## config.mk

```make
export PLATFORM = sky130hd
export DESIGN_NAME = hash_writeback_fsm
export DESIGN_NICKNAME = d
export VERILOG_FILES = /design/src/rtl/hash_writeback_fsm.sv
export SDC_FILE = /design/constraint.sdc
export NUM_CORES = 1
export LEC_CHECK = 0
export CORE_MARGIN = 4
export CORE_UTILIZATION = 40
export CTS_BUF_LIST = sky130_fd_sc_hd__clkbuf_8
export DETAILED_ROUTE_END_ITERATION = 6
export PLACE_DENSITY = 0.72
export SYNTH_ARGS = -nofsm -noshare
export SYNTH_HDL_FRONTEND = slang
export SYNTH_SLANG_ARGS = --single-unit
```

## constraint.sdc

```tcl
create_clock -name clk -period 4.54 [get_ports clk]
set_input_delay 0.908 -clock clk [delete_from_list [all_inputs] [get_ports clk]]
set_output_delay 0.908 -clock clk [all_outputs]
set_load 0.02 [all_outputs]
```

## src/rtl/hash_writeback_fsm.sv

```systemverilog
// Writes a 512-bit hash back to memory as NUM_BEATS 128-bit master write
// transactions, one init pulse / data beat / completion handshake per beat.
module hash_writeback_fsm #(
  parameter int NUM_BEATS  = 4,
  parameter int BASE_INDEX = 0
) (
  input  logic         clk,
  input  logic         reset,
  input  logic [511:0] hash_in,
  input  logic         hash_valid,
  output logic         hash_ready,
  output logic [127:0] wr_data,
  output logic         wr_data_valid,
  input  logic         wr_data_req,
  output logic [31:0]  write_addr_index,
  output logic         init_master_txn,
  input  logic         write_done,
  output logic         busy,
  output logic         done
);

  typedef enum logic [2:0] {
    IDLE      = 3'd0,
    START     = 3'd1,
    DATA      = 3'd2,
    WAIT_DONE = 3'd3,
    DONE      = 3'd4
  } state_t;

  localparam logic [1:0]  LAST_BEAT = 2'(NUM_BEATS - 1);
  localparam logic [31:0] BASE_IDX  = 32'(BASE_INDEX);

  state_t       state_r;
  logic [1:0]   beat_r;
  logic [511:0] shadow_r;

  // Sequencer: every output is assigned for the state being entered, so all
  // outputs come straight from flops and line up with state_r.
  always_ff @(posedge clk) begin
    if (reset) begin
      state_r          <= IDLE;
      beat_r           <= 2'd0;
      shadow_r         <= 512'd0;
      hash_ready       <= 1'b1;
      busy             <= 1'b0;
      init_master_txn  <= 1'b0;
      wr_data_valid    <= 1'b0;
      wr_data          <= 128'd0;
      write_addr_index <= BASE_IDX;
      done             <= 1'b0;
    end else begin
      init_master_txn <= 1'b0;
      done            <= 1'b0;
      case (state_r)
        IDLE: begin
          if (hash_valid) begin
            shadow_r         <= hash_in;
            beat_r           <= 2'd0;
            write_addr_index <= BASE_IDX;
            hash_ready       <= 1'b0;
            busy             <= 1'b1;
            init_master_txn  <= 1'b1;
            state_r          <= START;
          end else begin
            state_r <= IDLE;
          end
        end
        START: begin
          // Beat 0 occupies shadow[127:0], so the lower hash word leads.
          wr_data       <= shadow_r[{beat_r, 7'd0} +: 128];
          wr_data_valid <= 1'b1;
          state_r       <= DATA;
        end
        DATA: begin
          if (wr_data_req) begin
            wr_data_valid <= 1'b0;
            state_r       <= WAIT_DONE;
          end else begin
            state_r <= DATA;
          end
        end
        WAIT_DONE: begin
          if (write_done) begin
            if (beat_r == LAST_BEAT) begin
              done    <= 1'b1;
              state_r <= DONE;
            end else begin
              beat_r           <= beat_r + 2'd1;
              write_addr_index <= write_addr_index + 32'd1;
              init_master_txn  <= 1'b1;
              state_r          <= START;
            end
          end else begin
            state_r <= WAIT_DONE;
          end
        end
        DONE: begin
          hash_ready <= 1'b1;
          busy       <= 1'b0;
          state_r    <= IDLE;
        end
        default: begin
          hash_ready    <= 1'b1;
          busy          <= 1'b0;
          wr_data_valid <= 1'b0;
          state_r       <= IDLE;
        end
      endcase
    end
  end

endmodule

```

# [After elaboration in Yosys (flattened, before gate mapping)]
# Index checks and enable logic that the tools add are counted.
[totals] word_cells=59 ff_bits=682 in_bits=517
[classes] n_shift=1 mux=24 bitwise=4 eq_ne=9 n_addsub=2 n_reduce_logical=9
[ops] operator="variable part select 512 x 10 -> 128 bit" n=1
[ops] operator="2-to-1 mux 32 bit" n=3
[ops] operator="case mux 32 bit (2 select lines)" n=1
[ops] operator="adder 32 x 1 -> 32 bit, second input constant" n=1
[ops] operator="case mux 3 bit (4 select lines)" n=1
[ops] operator="2-to-1 mux 1 bit" n=9
[ops] operator="OR reduction 3 bit" n=3
[ops] operator="!= test 2 bit, second input constant" n=4
[ops] operator="== test 3 x 2 -> 1 bit, second input constant" n=2
[ops] operator="2-to-1 mux 2 bit" n=3
[ops] operator="2-to-1 mux 3 bit" n=2
[ops] operator="case mux 1 bit (2 select lines)" n=3
[ops] operator="AND reduction 2 bit" n=3
[ops] operator="NOT 1 bit" n=4
[ops] operator="case mux 2 bit (2 select lines)" n=1
[ops] operator="AND reduction 4 bit" n=1
[ops] operator="== test 3 x 1 -> 1 bit, second input constant" n=1
[ops] operator="== test 3 bit, second input constant" n=1
[ops] operator="logical NOT 3 bit" n=1
[ops] operator="case mux 1 bit (3 select lines)" n=1
[ops] operator="adder 2 x 1 -> 2 bit, second input constant" n=1
[ops] operator="== test 2 bit, second input constant" n=1
[ops] operator="nonzero test 2 bit" n=1

# [Depth between registers and ports, before layout]
[logic_depth] depth_word=4 depth_mapped=7 depth_no_buf=5

# [Worst setup path after synthesis]
# OpenSTA, ideal clock, no wires.
[synth_timing] path_type="in2reg" start="input hash_valid" end="register write_addr_index[17]" setup_time_ps=70 path_stages=5 n_path_buf=1 t_arrival_ps=2409 setup_slack_ps=2060 cell_sequence="or3b_4 > a2111o_1 > buf_2 > or4_1 > a21oi_1"
[synth_via] elab_chain_len=2
[synth_lines] element="from (decl)" line="10" source="input logic hash_valid,"
[synth_lines] element="!= test 2 bit (no line)"
[synth_lines] element="AND reduction 4 bit (no line)"
[synth_lines] element="to (signal assigned)" line="89" source="write_addr_index <= write_addr_index + 32'd1;"
[synth_lines] element="to (decl)" line="15" source="output logic [31:0] write_addr_index,"
# Every way passes these cells.
# A chain may end at the register's enable or synchronous reset.

# [Final worst setup path]
[layout_timing] start="register write_addr_index[13]" end="output write_addr_index[13]"
# No word-level cell between the ends.

==> impl_results.md <==
* Synth Cell Area at 26730 sq um
* Most common cell after layout, fill and taps aside: nand2_1
* Port buffer count at 681
* Final TNS setup at 0 ps
* Vias per inst at 5.120
* Final nets at 4272
* R2R setup slack at 1870 ps
* TritonCTS buffer count at 111
* # DRC at 0
* Most frequent cells in the layout: nand2_1 (1305), dfxtp_1 (680), clkdlybuf4s50_1 (680)
* Final core occ at 0.5510
* Worst path cell trace: clkdlybuf4s50_1
* Critical Path Source: write_addr_index[13]
* Clk_skew at 48.26 ps
* Die area at 71020 sq um
* WL final at 88.73 mm
* Worst Hold Class: flip-flop to flip-flop
* Largest net degree at the start of global routing at 182
* Crit-path max FO at 10
* Worst setup EP type: output port
* Status: finished clean
* #FFs+latches synth at 682
* Tot GR Track Use at 0.2355
* Router iterations before antenna repair at 5
* Fin Hold WS at 450.2 ps
* CP Class: flip-flop to output port
* TritonCTS clock tree: yes
* Worst R2R End: shadow_r[157]
* PostCTS Resize Cnt at 0
* Crit-path max cell delay at 680 ps
* Fillcell total at 6042
* Crit start category: flip-flop
* CP required at 3630 ps
* Post-route cell area at 36360 sq um
* Post-synthesis area per instance at 8.395 sq um
* Std-Cell Rows at 94
* WP buf/inv at 1
* Post-Syn Instances at 3184
* Global-route wire length before repair at 132.1 mm
* CP max-delay cell: clkdlybuf4s50_1
* Endpoints failing setup at 0
* Synth Net Count at 3703
* Cts hold-fix bufs at 0
* Max Cap Viol at 0
* Layout cell share with drive strength beyond 1 at 0.08316
* Iteration-0 DRC Markers at 1947
* GPL Wtd Cong at 0.8408
* Die Wd at 266.5 um
* Tcrit/Tclk final at 0.6196
* Io pins at 682
* RSZ-0062 raised after global routing: false
* Post-DP HPWL at 60.08 mm
* Maximum VDD drop at 0.2332 mV
* Layout Area Growth over Synthesis at 36.02%
* Post-synth EDFFs at 0
* Post-synth cell types at 44
* Final Hold Viols at 0
* Core box area at 65980 sq um
* Leakage at 12.85 nW
* Top delay family on crit path: buffers and inverters
* Max-slew headroom at 0.2877
* CP endpoint: write_addr_index[13]
* Cell count along the critical path at 1
* Critical Path AT at 1910 ps
* Vias at 24230
* Postcts setup bufs at 0
* Initial antenna violation count at 43
* Worst slew pin tran at 1067 ps
* Ys Warns at 0
* DR WL/cell at 18.75 um
* Final Critical Period at 2813 ps
* H-tree depth at 3
* Dpl cells at 4504
* Pwr dens at 374.7 nW/um^2
* Vias in the first global route at 22690
* Highest clock rate at 355.5 MHz
* Post-Layout Cell Count at 4733
* Reg2reg start: state_r[2]
* GRT overflow at 0
* Worst r2r path cells at 6
* Clock tree sinks at 682
* Top FF cell, synth: dfxtp_1
* Longest Clk Path Bufs at 3
* Pins Over Slew Limit at 0
* Die span in y at 266.5 um
* Worst skew pair latency at 710 ps
* Root buffer cell: clkbuf_8
* Sequential element share of the synthesized area at 0.5108
* Initial Utilization at 0.4051
* Final ANT Viol Nets at 0
* FFs w/ async S/R, synth at 0
* Clock-pin slew on the worst setup and hold paths at 60 ps
* Post-Place Cell Area at 34070 sq um
==> cell families (layout without fill, tap and decap cells) <==
| group | count (synthesis) | count (layout) | share of synthesized area |
|---|---|---|---|
| simple gates | 1403 | 1403 | 0.2060 |
| flops | 682 | 682 | 0.5108 |
| other cells | 0 | 33 | 0 |
| xor+xnor | 3 | 3 | 0.0009832 |
| buf+inv | 259 | 911 | 0.03731 |
| fa+ha+maj | 2 | 2 | 0.0009361 |
| compound gates | 701 | 701 | 0.1338 |
| mux | 134 | 134 | 0.1101 |
==> synthesized netlist by cell type (11+ instances only) <==
| cell type | count | area (sq um) |
|---|---|---|
| nand2_1 | 1307 | 4906 |
| o31ai_1 | 11 | 82.58 |
| dfxtp_1 | 682 | 13650 |
| clkbuf_1 | 237 | 889.6 |
| or4_1 | 12 | 90.09 |
| or3_1 | 16 | 100.1 |
| a21oi_1 | 666 | 3333 |
| buf_2 | 11 | 55.05 |
| nand3_1 | 11 | 55.05 |
| nand4_1 | 12 | 75.07 |
| nor2_1 | 12 | 45.04 |
| mux4_2 | 128 | 2883 |
==> stage by stage <==
stage / power, mW / setup slack (ps)
floorplan: 7.610 / 2060
global placement: 8.453 / 1332
detailed placement: 8.486 / 1263
CTS: 13.77 / 1665
global route: 14.25 / 1619
finish: 13.62 / 1727
==> final cells by class <==
type                       instances  area, sq um  area share
sequential                       682        13660      0.3757
multi-input combinational       2243        12100      0.3329
timing repair buffer             712         7217      0.1985
clock buffer                     135         1858     0.05111
tap                              864         1081     0.02973
clock inverter                    61        341.6    0.009395
antenna                           33        82.58    0.002271
inverter                           3        11.26   0.0003097
==> sequential cells by signal, summed over array words and instances, names as in the netlist, 2 cells and up <==
signal            cells
beat_r                2
wr_data             128
write_addr_index     32
shadow_r            512
state_r               3
==> how the worst min path moves through the flow <==
stage | start | endpoint | slack [ps] | depth (start not counted)
6_report | shadow_r[353] | shadow_r[353] | 450 | 2
5_1_grt | shadow_r[339] | shadow_r[339] | 460 | 2
4_1_cts | shadow_r[339] | shadow_r[339] | 450 | 2
3_5_place_dp | shadow_r[339] | shadow_r[339] | 440 | 2
3_3_place_gp | shadow_r[413] | shadow_r[413] | 440 | 2
2_1_floorplan | shadow_r[256] | shadow_r[256] | 430 | 2
==> where the power goes <==
part / leakage (nW) / internal, mW / switching, mW
combinational: 5.96 / 0.856 / 0.952
clock: 1.31 / 2.80 / 2.47
sequential: 5.58 / 6.35 / 0.196
total: 12.8 / 10.0 / 3.62
==> routing by layer <==
metal  GRT usage  share of wire  vias to the layer above
met2      0.3820           0.48                      821
li1            -              -                    11860
met4      0.1065          0.034                       14
met3     0.06462          0.078                      168
met5           0         0.0011                        -
met1      0.2947           0.40                    11380
Power figures use the tool's default switching activity.
